**config.mk**
```make
export PLATFORM = sky130hd
export DESIGN_NAME = fb_reader_flat
export DESIGN_NICKNAME = d
export VERILOG_FILES = /design/src/rtl/fb_pkg.sv /design/src/rtl/wshb_if.sv /design/src/rtl/pix_fifo.sv /design/src/rtl/fb_reader.sv /design/src/flat_wrapper.sv
export SDC_FILE = /design/constraint.sdc
export NUM_CORES = 2
export LEC_CHECK = 0
export BUFFER_PORTS_ARGS = -buffer_cell sky130_fd_sc_hd__buf_2
export CAP_MARGIN = 10
export CORE_AREA = 2 2 480 482
export CTS_BUF_LIST = sky130_fd_sc_hd__clkbuf_16
export DETAILED_ROUTE_END_ITERATION = 10
export DIE_AREA = 0 0 482 484
export PLACE_DENSITY = 0.71
export SLEW_MARGIN = 10
export SYNTH_ARGS = -nofsm -noshare
export SYNTH_HDL_FRONTEND = slang
export SYNTH_SLANG_ARGS = --single-unit
```
**constraint.sdc**
```tcl
create_clock -name clk -period 11.45 [get_ports clk]
set_input_delay 1.145 -clock clk [delete_from_list [all_inputs] [get_ports clk]]
set_output_delay 1.145 -clock clk [all_outputs]
set_load 0.1 [all_outputs]
```
**src/rtl/fb_pkg.sv**
```systemverilog
// Shared types and constants for the frame-buffer reader.
// Holds the fetch FSM encoding, Wishbone cycle-type codes and the pixel width.
package fb_pkg;

  typedef enum logic {
    IDLE  = 1'b0,
    BURST = 1'b1
  } state_e;

  localparam logic [2:0] CTI_INCR = 3'b010;
  localparam logic [2:0] CTI_EOB  = 3'b111;

  localparam int unsigned PIX_W = 24;

endpackage

```
**src/rtl/wshb_if.sv**
```systemverilog
// Wishbone B4 bus bundle with clock and reset, as seen by a burst master and a slave.
interface wshb_if (
  input logic clk,
  input logic rst
);

  logic [31:0] adr;
  logic [31:0] dat_sm;
  logic [31:0] dat_ms;
  logic        we;
  logic [3:0]  sel;
  logic        stb;
  logic        cyc;
  logic [2:0]  cti;
  logic [1:0]  bte;
  logic        ack;

  modport master (
    input  clk, rst, dat_sm, ack,
    output adr, dat_ms, we, sel, stb, cyc, cti, bte
  );

  modport slave (
    input  clk, rst, adr, dat_ms, we, sel, stb, cyc, cti, bte,
    output dat_sm, ack
  );

endinterface

```
**src/rtl/pix_fifo.sv**
```systemverilog
// Synchronous first-word-fall-through FIFO holding {sof, pixel} entries.
// The head entry is presented combinationally; outputs read as zero while empty.
module pix_fifo
  import fb_pkg::*;
#(
  parameter int unsigned DEPTH = 128
) (
  input  logic                  clk_i,
  input  logic                  rst_i,
  input  logic                  push_i,
  input  logic [PIX_W:0]        wdata_i,
  input  logic                  pop_i,
  output logic [PIX_W:0]        rdata_o,
  output logic                  empty_o,
  output logic [$clog2(DEPTH):0] count_o
);

  localparam int unsigned AW = $clog2(DEPTH);

  logic [PIX_W:0] mem_q [DEPTH];
  logic [AW-1:0]  wr_ptr_q, wr_ptr_d;
  logic [AW-1:0]  rd_ptr_q, rd_ptr_d;
  logic [AW:0]    count_q, count_d;
  logic           full;
  logic           do_pop;

  assign empty_o = (count_q == '0);
  assign full    = (count_q == (AW+1)'(DEPTH));
  assign do_pop  = pop_i && !empty_o;
  assign count_o = count_q;
  assign rdata_o = empty_o ? '0 : mem_q[rd_ptr_q];

  always_comb begin
    wr_ptr_d = wr_ptr_q;
    rd_ptr_d = rd_ptr_q;
    count_d  = count_q;
    if (push_i) begin
      wr_ptr_d = wr_ptr_q + AW'(1);
    end
    if (do_pop) begin
      rd_ptr_d = rd_ptr_q + AW'(1);
    end
    unique case ({push_i, do_pop})
      2'b10:   count_d = count_q + (AW+1)'(1);
      2'b01:   count_d = count_q - (AW+1)'(1);
      default: count_d = count_q;
    endcase
  end

  always_ff @(posedge clk_i or posedge rst_i) begin
    if (rst_i) begin
      wr_ptr_q <= '0;
      rd_ptr_q <= '0;
      count_q  <= '0;
    end else begin
      wr_ptr_q <= wr_ptr_d;
      rd_ptr_q <= rd_ptr_d;
      count_q  <= count_d;
    end
  end

  // Storage is not reset; the empty gate on rdata_o hides stale contents.
  always_ff @(posedge clk_i) begin
    if (push_i) begin
      mem_q[wr_ptr_q] <= wdata_i;
    end
  end

  // The reader only starts a burst when a full burst of space is free.
  push_not_full_a : assert property (@(posedge clk_i) disable iff (rst_i) !(push_i && full));

endmodule

```
**src/rtl/fb_reader.sv**
```systemverilog
// Frame-buffer reader: fetches HDISP*VDISP pixels per frame over Wishbone incrementing
// bursts into a FWFT pixel FIFO, starting a burst only when the FIFO can absorb it whole.
module fb_reader #(
  parameter int unsigned HDISP = 800,
  parameter int unsigned VDISP = 480,
  parameter int unsigned BURST = 64,
  parameter int unsigned DEPTH = 128
) (
  wshb_if.master      wshb_ifm,
  output logic [23:0] pix_data,
  output logic        pix_sof,
  output logic        pix_valid,
  input  logic        pix_ready
);

  localparam int unsigned NPIX = HDISP * VDISP;
  localparam int unsigned IW   = $clog2(NPIX);
  localparam int unsigned BW   = $clog2(BURST) + 1;
  localparam int unsigned CW   = $clog2(DEPTH) + 1;

  if (DEPTH < 2 * BURST) begin : g_bad_depth
    $error("fb_reader: DEPTH must be at least 2*BURST");
  end
  if ((BURST & (BURST - 1)) != 0 || (DEPTH & (DEPTH - 1)) != 0) begin : g_bad_pow2
    $error("fb_reader: BURST and DEPTH must be powers of two");
  end

  logic clk;
  logic rst;

  fb_pkg::state_e state_q, state_d;
  logic [IW-1:0]  pix_idx_q, pix_idx_d;
  logic [BW-1:0]  beat_q, beat_d;
  logic [BW-1:0]  blen_q, blen_d;
  logic           stb_q, stb_d;
  logic [2:0]     cti_q, cti_d;

  logic [CW-1:0]  fifo_count;
  logic [CW-1:0]  free_cnt;
  logic [31:0]    remain;
  logic [31:0]    first_len;
  logic [31:0]    idx32;
  logic           last_beat;
  logic           push;
  logic           fifo_empty;
  logic [fb_pkg::PIX_W:0] fifo_wdata;
  logic [fb_pkg::PIX_W:0] fifo_rdata;
  logic           unused_dat;

  assign clk = wshb_ifm.clk;
  assign rst = wshb_ifm.rst;

  assign free_cnt  = CW'(DEPTH) - fifo_count;
  // Bursts are clipped so they never run past the last pixel of the frame.
  assign remain    = NPIX - 32'(pix_idx_q);
  assign first_len = (remain >= BURST) ? BURST : remain;
  assign last_beat = (beat_q == blen_q - BW'(1));
  assign push      = stb_q && wshb_ifm.ack && (state_q == fb_pkg::BURST);

  assign fifo_wdata = {(pix_idx_q == '0), wshb_ifm.dat_sm[fb_pkg::PIX_W-1:0]};
  assign unused_dat = ^wshb_ifm.dat_sm[31:fb_pkg::PIX_W];

  always_comb begin
    state_d   = state_q;
    pix_idx_d = pix_idx_q;
    beat_d    = beat_q;
    blen_d    = blen_q;
    stb_d     = stb_q;
    cti_d     = cti_q;
    unique case (state_q)
      fb_pkg::IDLE: begin
        stb_d = 1'b0;
        cti_d = '0;
        if (free_cnt >= CW'(BURST)) begin
          state_d = fb_pkg::BURST;
          stb_d   = 1'b1;
          beat_d  = '0;
          blen_d  = BW'(first_len);
          cti_d   = (first_len == 32'd1) ? fb_pkg::CTI_EOB : fb_pkg::CTI_INCR;
        end
      end
      fb_pkg::BURST: begin
        if (push) begin
          pix_idx_d = (pix_idx_q == IW'(NPIX - 1)) ? '0 : pix_idx_q + IW'(1);
          beat_d    = beat_q + BW'(1);
          if (last_beat) begin
            state_d = fb_pkg::IDLE;
            stb_d   = 1'b0;
            cti_d   = '0;
          end else begin
            cti_d = (beat_q + BW'(2) == blen_q) ? fb_pkg::CTI_EOB : fb_pkg::CTI_INCR;
          end
        end
      end
      default: begin
        state_d = fb_pkg::IDLE;
        stb_d   = 1'b0;
        cti_d   = '0;
      end
    endcase
  end

  always_ff @(posedge clk or posedge rst) begin
    if (rst) begin
      state_q   <= fb_pkg::IDLE;
      pix_idx_q <= '0;
      beat_q    <= '0;
      blen_q    <= '0;
      stb_q     <= 1'b0;
      cti_q     <= '0;
    end else begin
      state_q   <= state_d;
      pix_idx_q <= pix_idx_d;
      beat_q    <= beat_d;
      blen_q    <= blen_d;
      stb_q     <= stb_d;
      cti_q     <= cti_d;
    end
  end

  assign idx32           = 32'(pix_idx_q);
  assign wshb_ifm.adr    = {idx32[29:0], 2'b00};
  assign wshb_ifm.stb    = stb_q;
  assign wshb_ifm.cyc    = stb_q;
  assign wshb_ifm.cti    = cti_q;
  assign wshb_ifm.we     = 1'b0;
  assign wshb_ifm.sel    = 4'b1111;
  assign wshb_ifm.bte    = 2'b00;
  assign wshb_ifm.dat_ms = '0;

  pix_fifo #(
    .DEPTH (DEPTH)
  ) u_pix_fifo (
    .clk_i   (clk),
    .rst_i   (rst),
    .push_i  (push),
    .wdata_i (fifo_wdata),
    .pop_i   (pix_ready),
    .rdata_o (fifo_rdata),
    .empty_o (fifo_empty),
    .count_o (fifo_count)
  );

  assign pix_valid = !fifo_empty;
  assign pix_data  = fifo_rdata[fb_pkg::PIX_W-1:0];
  assign pix_sof   = fifo_rdata[fb_pkg::PIX_W];

endmodule

```
**src/flat_wrapper.sv**
```systemverilog
// flat-port wrapper written by rule: the top's interface ports become plain ports
module fb_reader_flat 
#(
  parameter int unsigned HDISP = 800,
  parameter int unsigned VDISP = 480,
  parameter int unsigned BURST = 64,
  parameter int unsigned DEPTH = 128
)
  (pix_data, pix_sof, pix_valid, pix_ready, clk, rst, wshb_ifm_dat_sm, wshb_ifm_ack, wshb_ifm_adr, wshb_ifm_dat_ms, wshb_ifm_we, wshb_ifm_sel, wshb_ifm_stb, wshb_ifm_cyc, wshb_ifm_cti, wshb_ifm_bte);
  wshb_if wshb_ifm_i (.clk(clk), .rst(rst));
  output logic [23:0] pix_data;
  output logic pix_sof;
  output logic pix_valid;
  input  logic pix_ready;
  input wire logic clk;
  input wire logic rst;
  input wire logic [$bits(wshb_ifm_i.dat_sm)-1:0] wshb_ifm_dat_sm;
  input wire logic [$bits(wshb_ifm_i.ack)-1:0] wshb_ifm_ack;
  output wire logic [$bits(wshb_ifm_i.adr)-1:0] wshb_ifm_adr;
  output wire logic [$bits(wshb_ifm_i.dat_ms)-1:0] wshb_ifm_dat_ms;
  output wire logic [$bits(wshb_ifm_i.we)-1:0] wshb_ifm_we;
  output wire logic [$bits(wshb_ifm_i.sel)-1:0] wshb_ifm_sel;
  output wire logic [$bits(wshb_ifm_i.stb)-1:0] wshb_ifm_stb;
  output wire logic [$bits(wshb_ifm_i.cyc)-1:0] wshb_ifm_cyc;
  output wire logic [$bits(wshb_ifm_i.cti)-1:0] wshb_ifm_cti;
  output wire logic [$bits(wshb_ifm_i.bte)-1:0] wshb_ifm_bte;
  assign wshb_ifm_i.dat_sm = wshb_ifm_dat_sm;
  assign wshb_ifm_i.ack = wshb_ifm_ack;
  assign wshb_ifm_adr = wshb_ifm_i.adr;
  assign wshb_ifm_dat_ms = wshb_ifm_i.dat_ms;
  assign wshb_ifm_we = wshb_ifm_i.we;
  assign wshb_ifm_sel = wshb_ifm_i.sel;
  assign wshb_ifm_stb = wshb_ifm_i.stb;
  assign wshb_ifm_cyc = wshb_ifm_i.cyc;
  assign wshb_ifm_cti = wshb_ifm_i.cti;
  assign wshb_ifm_bte = wshb_ifm_i.bte;
  fb_reader #(.HDISP(HDISP), .VDISP(VDISP), .BURST(BURST), .DEPTH(DEPTH)) u_core (.wshb_ifm(wshb_ifm_i), .pix_data(pix_data), .pix_sof(pix_sof), .pix_valid(pix_valid), .pix_ready(pix_ready));
endmodule
```
-- Word-level counts from Yosys, hierarchy flattened
Memory sizes are Yosys's and may differ from the RTL's.
Index checks and enable logic that the tools add are counted.
- output and inout port bits: 102
- input port bits: 36
- register bits after elaboration: 60
- memories: 1
- word-level logic and storage cells: 65
- memory bits (writable): 3200
- memory list (name ; words ; bits a word ; rd ports ; clocked after Yosys merged registers in ; write ports ; RTL line ; source):
    u_core.u_pix_fifo.mem_q ; 128 ; 25 ; 1 ; 0 ; 1 ; pix_fifo.sv:20 ; logic [PIX_W:0] mem_q [DEPTH];
- add/subtract/negate cells: 10
- bitwise gates (word level): 1
- multiplexer cells: 22
- $lt $le $gt $ge: 2
- reductions and logical operators: 11
- eq/ne operators: 9
- operator list (operator ; count):
    32-bit by 1-bit == test with 1-bit output, second input constant ; 1
    32-bit by 7-bit >= comparator with 1-bit output, second input constant ; 1
    32-bit two-way mux ; 1
    25-bit two-way mux ; 1
    7-bit by 1-bit adder with 7-bit output, second input constant ; 3
    19-bit by 19-bit subtractor with 20-bit output, first input constant ; 1
    19-bit by 1-bit adder with 19-bit output, second input constant ; 1
    19-bit == test, second input constant ; 1
    19-bit zero test ; 1
    19-bit two-way mux ; 1
    8-bit case mux with 2 select lines ; 1
    3-bit two-way mux ; 5
    7-bit == test ; 2
    7-bit two-way mux ; 2
    7-bit case mux with 2 select lines ; 1
    8-bit by 1-bit adder with 8-bit output, second input constant ; 1
    8-bit by 7-bit >= comparator with 1-bit output, second input constant ; 1
    8-bit zero test ; 1
    2-bit AND reduction ; 4
    8-bit by 1-bit subtractor with 8-bit output, second input constant ; 1
    8-bit subtractor, first input constant ; 1
    7-bit by 2-bit adder with 7-bit output, second input constant ; 1
    1-bit two-way mux ; 7
    7-bit by 1-bit subtractor with 7-bit output, second input constant ; 1
    other kinds (10) ; 14

-- Logic depth before layout (Yosys ltp)
- depth after elaboration: 7
- depth in mapped cells: 15
- depth with buffers taken out: 14

-- Hierarchy
Synthesis repeated with hierarchy kept, for this count alone.
- cell total of the unflattened synthesis: 6045
- area total of the unflattened synthesis: 127627.4 µm²
- by module, submodules not included (module ; seq. area each (µm²) ; instances ; cells an instance ; area an instance (µm²)):
    pix_fifo ; 96642.7 ; 1 ; 5704 ; 124733.4
    fb_reader ; 925.9 ; 1 ; 341 ; 2894.0

-- Worst setup path after synthesis
No wires, ideal clock.
- kind: reg-to-reg
- start: reg u_core.pix_idx_q[7]
- end: mem u_core.u_pix_fifo.mem_q[0][24] (netlist name), data pin
- setup slack: 3499 ps
- data required time: 10298 ps
- arrival time: 6799 ps
- stages on the path, launching flop included: 5
- clock period less this slack: 7951 ps
- setup time: 1152 ps
- path buffers: 1
- cell sequence: dfrtp_1 buf_6 or3_4 or4_4 nor3_1
- longest elaborated chain between the ends: 1
- RTL lines (what ; RTL line ; source):
    start: declaration ; fb_reader.sv:32 ; logic [IW-1:0] pix_idx_q, pix_idx_d;
    start signal: assignment ; fb_reader.sv:113 ; pix_idx_q <= pix_idx_d;
    19-bit zero test ; fb_reader.sv:60 ; assign fifo_wdata = {(pix_idx_q == '0), wshb_ifm.dat_sm[fb_pkg::PIX_W-1:0]};
    net u_core.fifo_wdata (one bit) ; fb_reader.sv:46 ; logic [fb_pkg::PIX_W:0] fifo_wdata;
    end: declaration ; pix_fifo.sv:20 ;
The timed path passes the listed nets, and every way through them passes these cells.

-- Final worst setup path
- start: reg u_core.u_pix_fifo.rd_ptr_q[0]
- end: out pix_data[13]
- longest elaborated chain between the ends: 2
- RTL lines (what ; RTL line ; source):
    start: declaration ; pix_fifo.sv:22 ; logic [AW-1:0] rd_ptr_q, rd_ptr_d;
    start signal: assignment ; pix_fifo.sv:57 ; rd_ptr_q <= rd_ptr_d;
    memory read 128 x 25 bit ; n/a ;
    25-bit two-way mux ; pix_fifo.sv:31 ; assign rdata_o = empty_o ? '0 : mem_q[rd_ptr_q];
    end: declaration ; flat_wrapper.sv:11 ; output logic [23:0] pix_data;
No other way between the ends.

==> impl_results.rst <==
.. list-table::
   :header-rows: 1

   * - Metric
     - Value
   * - Worst path arrival time
     - 6.44 ns
   * - TritonCTS clock tree
     - yes
   * - Die height
     - between 400 and 500 um
   * - Clock root buffer master
     - sky130_fd_sc_hd__clkbuf_16
   * - Multiplexer fraction of the synthesized cell area
     - 14.8%
   * - Via count
     - approximately 60k
   * - Simple-Gate Fraction of Synth Area
     - 1.59%
   * - DRC violation count after routing
     - 0
   * - Worst max-slew margin expressed relative to the limit
     - 6.68%
   * - Longest Clk Path Bufs
     - 4
   * - Skew-Pair Late Insertion Delay
     - 0.96 ns
   * - Cell occurring most often along the worst timing path
     - sky130_fd_sc_hd__o22ai_1
   * - Worst-case hold slack
     - 0.516 ns
   * - Worst voltage drop across the vdd grid
     - 669 uV
   * - Buffer count from post-CTS setup fixing
     - 0
   * - Critical-path top delay cell
     - sky130_fd_sc_hd__dfrtp_4
   * - Post-synthesis cell type count
     - 65
   * - Final worst slack
     - 3.86 ns
   * - Cell count after synthesis
     - 5603
   * - Final Cycle Share
     - 66.3%
   * - Placer Congestion
     - 0.968
   * - Required @ worst endpoint
     - 10.31 ns
   * - Worst hold path type
     - in2async
   * - Pins over their slew limit
     - 0
   * - Number of nets with antenna violations after routing
     - 0
   * - Detailed router's first-iteration violation count
     - ~9.5k
   * - Largest net degree at the start of global routing
     - roughly 130
   * - Layout Area Growth over Synthesis
     - 12.1%
   * - Cell types with the largest area share after synthesis
     - sky130_fd_sc_hd__edfxtp_1, sky130_fd_sc_hd__mux4_2, sky130_fd_sc_hd__dfrtp_1
   * - Top cell type by total area after synthesis
     - sky130_fd_sc_hd__edfxtp_1
   * - Final routed wire length divided by cell count
     - 34.3 um
   * - Highest clock rate
     - 132 MHz
   * - Fraction of the yosys area taken by sequential cells
     - around four fifths
   * - Post-synthesis cell area
     - 125000 sq um
   * - Global route overflow
     - 0
   * - Run status
     - complete, no violations
   * - Clock H-tree levels
     - 5
   * - Setup-failing EPs final
     - 0
   * - # fillers
     - 15.3k
   * - Type of the setup path with the least slack
     - reg2out
   * - Reg2reg end
     - u_core.u_pix_fifo.count_o[7]
   * - Area fraction of the dominant cell type after synthesis
     - roughly three quarters
   * - Detailed-router iteration count before antenna repair
     - 8
   * - Cts-stage hold buffer count
     - 0
   * - Post-layout net count
     - 5973
   * - Fin util
     - between 60% and 70%
   * - Leakage power figure
     - 43.9 nW
   * - Setup slack, reg-to-reg
     - 6.81 ns
   * - Setup TNS
     - 0 ns
   * - Number of sinks driven by the clock tree
     - 3259
   * - Post-Synth XOR/XNOR Area
     - 0.399%
   * - Number of maximum-capacitance violations
     - 0
   * - Core box area
     - roughly 230000 sq um
   * - Post-synthesis adder-cell area fraction
     - less than 1%
   * - Share of the synthesized area in compound gates (AO/OA/AOI/OAI)
     - between 3 and 4%
   * - Post-synth EDFFs
     - 3200
   * - Worst Setup End Kind
     - output pin
   * - Die area
     - 233000 sq um
   * - Hold Violations, Final
     - 0
   * - Proportion of register bits with asynchronous set or reset after synthesis
     - 1.81%
   * - Share of final-layout standard cells stronger than drive strength 1
     - around 28%
   * - Sequential cell area
     - between 90000 and 100000 sq um
   * - Post-synthesis register bit count
     - 3259
   * - Critical Path Start Type
     - flip-flop
   * - Half-perimeter wire length after placement
     - 172000 um
   * - Cts bufs inserted
     - 329
   * - Initial Utilization
     - a little over half
   * - Fin crit period
     - 7.59 ns
   * - Die width
     - 482 um
   * - Number of global-route vias before repair
     - 60.9k
   * - Average cell area after synthesis
     - 22.3 sq um
   * - Cells along the critical path
     - buf_12 -> mux4_2 -> a22o_1 -> a221oi_1 -> o22ai_1 -> nor3_1 -> o22ai_1 -> buf_2
   * - I/O pins
     - between 100 and 150
   * - Total length of routed wires
     - ~320000 um
   * - Reg-to-Reg Start
     - u_core.u_pix_fifo.count_o[0]
   * - Combinational family with the most area after synthesis
     - multiplexers
   * - Power per cell area
     - 243 nW/um^2
   * - Transition time at the pin with the least slew margin
     - 1.40 ns
   * - Global router's overall resource usage
     - 27.1%
   * - First-pass GRT wire length
     - 447000 um
   * - Setup Skew
     - a little under 0.05 ns
   * - Vias per cell
     - 6.69
   * - Post-placement setup slack
     - 4.94 ns
   * - Reg2Reg Depth
     - 14
   * - Number of port buffers
     - 77
   * - Core Rows
     - 176
   * - Post-cts sizing count
     - 0
   * - Yosys warnings
     - 0
   * - Unrepaired setup endpoints after global routing
     - false
   * - Maximum net fanout on the critical path
     - a little under 60
   * - Antenna violations before repair
     - 14
   * - Clock transition at the register clock pins on the worst setup and hold paths after CTS
     - 0.06 ns
   * - Most frequently used flop master after synthesis
     - sky130_fd_sc_hd__edfxtp_1
   * - Combined area of the multi-input logic cells
     - 26100 sq um
   * - Crit path largest cell delay
     - 1.05 ns
[metal layers]
layer  part of all wire [%]  vias up  global-route usage, %  wire [um]
met5                 0.0079        -                      0         25
met4                    4.0        4                   10.4      12700
met3                     10      540                   5.54      32100
met2                     48     3650                   41.9     151000
met1                     38    32800                   38.6     120000
li1                       -    24500                      -          -
[sequential cells by signal (all words and copies together), names as in the netlist]
register                    cells
u_core.wshb_ifm.cyc             1
u_core.u_pix_fifo.wr_ptr_q      7
u_core.beat_q                   7
u_core.u_pix_fifo.mem_q      3200
u_core.pix_idx_q               19
u_core.u_pix_fifo.rd_ptr_q      7
u_core.u_pix_fifo.count_o       8
u_core.state_q                  1
u_core.wshb_ifm.cti             2
u_core.blen_q                   7
[stage by stage]
step	instances	instance area (sq um)	total power, W
6_report	9189	140000	0.0340
5_1_grt	9187	140000	0.0349
4_1_cts	9179	140000	0.0340
3_5_place_dp	8609	130000	0.0240
3_3_place_gp	8609	130000	0.0239
2_1_floorplan	5653	125000	0.0205
[worst max-delay path: cells and delay by family (launching register included)]
kind                   cells  cell delay (ns)
buffers and inverters      2             0.81
AOI/OAI and AO/OA          4             2.06
DFF                        1             1.05
and+or+nand+nor            1             0.84
muxes                      1             0.58
[power by group]
part	switching (W)	internal (W)
registers	0.000219	0.0133
logic	0.00675	0.00366
clock network	0.00433	0.00575
total	0.0113	0.0227
[cell families after synthesis]
| family | Yosys count |
|---|---|
| AOI/OAI and AO/OA | 596 |
| xor gates and xnor gates | 57 |
| adders and majority gates | 16 |
| buffers and inverters | 399 |
| DFF | 3259 |
| muxes | 844 |
| other | 2 |
| and+or+nand+nor | 430 |
[Yosys cell counts (all sizes together), types with 48 or more instances]
master and number:
a22oi 174, mux4 801, a221oi 101, nor3 67
a21oi 90, nand2 70, edfxtp 3200, clkbuf 193
buf 184, a22o 87, dfrtp 59, o22ai 48
nor2 174
[area by class of cell]
type / count / share of cell area, %
Inverter: 22 / 0.0590
Sequential cell: 3259 / 69.7
Multi-Input combinational cell: 1995 / 18.7
Antenna cell: 3 / 0.00536
Clock inverter: 232 / 1.09
Clock buffer: 338 / 6.04
Tap cell: 3026 / 2.70
Timing Repair Buffer: 314 / 1.75
[how the worst max path moves through the flow]
stage                                   from  slack, ns                              to
6_report       u_core.u_pix_fifo.rd_ptr_q[0]       3.86                    pix_data[13]
3_5_place_dp   u_core.u_pix_fifo.rd_ptr_q[0]       4.94                     pix_data[9]
3_3_place_gp   u_core.u_pix_fifo.rd_ptr_q[0]       4.90                     pix_data[9]
4_1_cts        u_core.u_pix_fifo.rd_ptr_q[0]       3.91                     pix_data[9]
5_1_grt        u_core.u_pix_fifo.rd_ptr_q[0]       3.75                     pix_data[9]
2_1_floorplan            u_core.pix_idx_q[7]       3.50  u_core.u_pix_fifo.mem_q[0][24]
[cell usage in the layout (no fill, tap or decap), types with 5 or more instances in the layout]
cell and n:
sky130_fd_sc_hd__a21oi_1 90, sky130_fd_sc_hd__a221oi_1 101, sky130_fd_sc_hd__a22o_1 87, sky130_fd_sc_hd__a22oi_1 174, sky130_fd_sc_hd__and3_1 11, sky130_fd_sc_hd__buf_12 16
sky130_fd_sc_hd__buf_2 54, sky130_fd_sc_hd__buf_4 240, sky130_fd_sc_hd__bufinv_16 19, sky130_fd_sc_hd__clkbuf_16 338, sky130_fd_sc_hd__clkinv_1 78, sky130_fd_sc_hd__clkinv_2 67
sky130_fd_sc_hd__clkinvlp_4 5, sky130_fd_sc_hd__conb_1 52, sky130_fd_sc_hd__dfrtp_1 55, sky130_fd_sc_hd__edfxtp_1 3200, sky130_fd_sc_hd__ha_1 15, sky130_fd_sc_hd__inv_1 73
sky130_fd_sc_hd__inv_6 6, sky130_fd_sc_hd__mux2_2 8, sky130_fd_sc_hd__mux2i_1 35, sky130_fd_sc_hd__mux4_2 801, sky130_fd_sc_hd__nand2_1 70, sky130_fd_sc_hd__nand2b_1 6
sky130_fd_sc_hd__nand3_1 27, sky130_fd_sc_hd__nand4_1 15, sky130_fd_sc_hd__nor2_1 47, sky130_fd_sc_hd__nor2_2 123, sky130_fd_sc_hd__nor2b_1 11, sky130_fd_sc_hd__nor3_1 64
sky130_fd_sc_hd__nor4_1 20, sky130_fd_sc_hd__o211ai_1 22, sky130_fd_sc_hd__o21ai_0 31, sky130_fd_sc_hd__o22ai_1 48, sky130_fd_sc_hd__o31ai_1 8, sky130_fd_sc_hd__or3_1 5
sky130_fd_sc_hd__xnor2_1 39, sky130_fd_sc_hd__xor2_1 18
(Power assumes the default switching activity.)
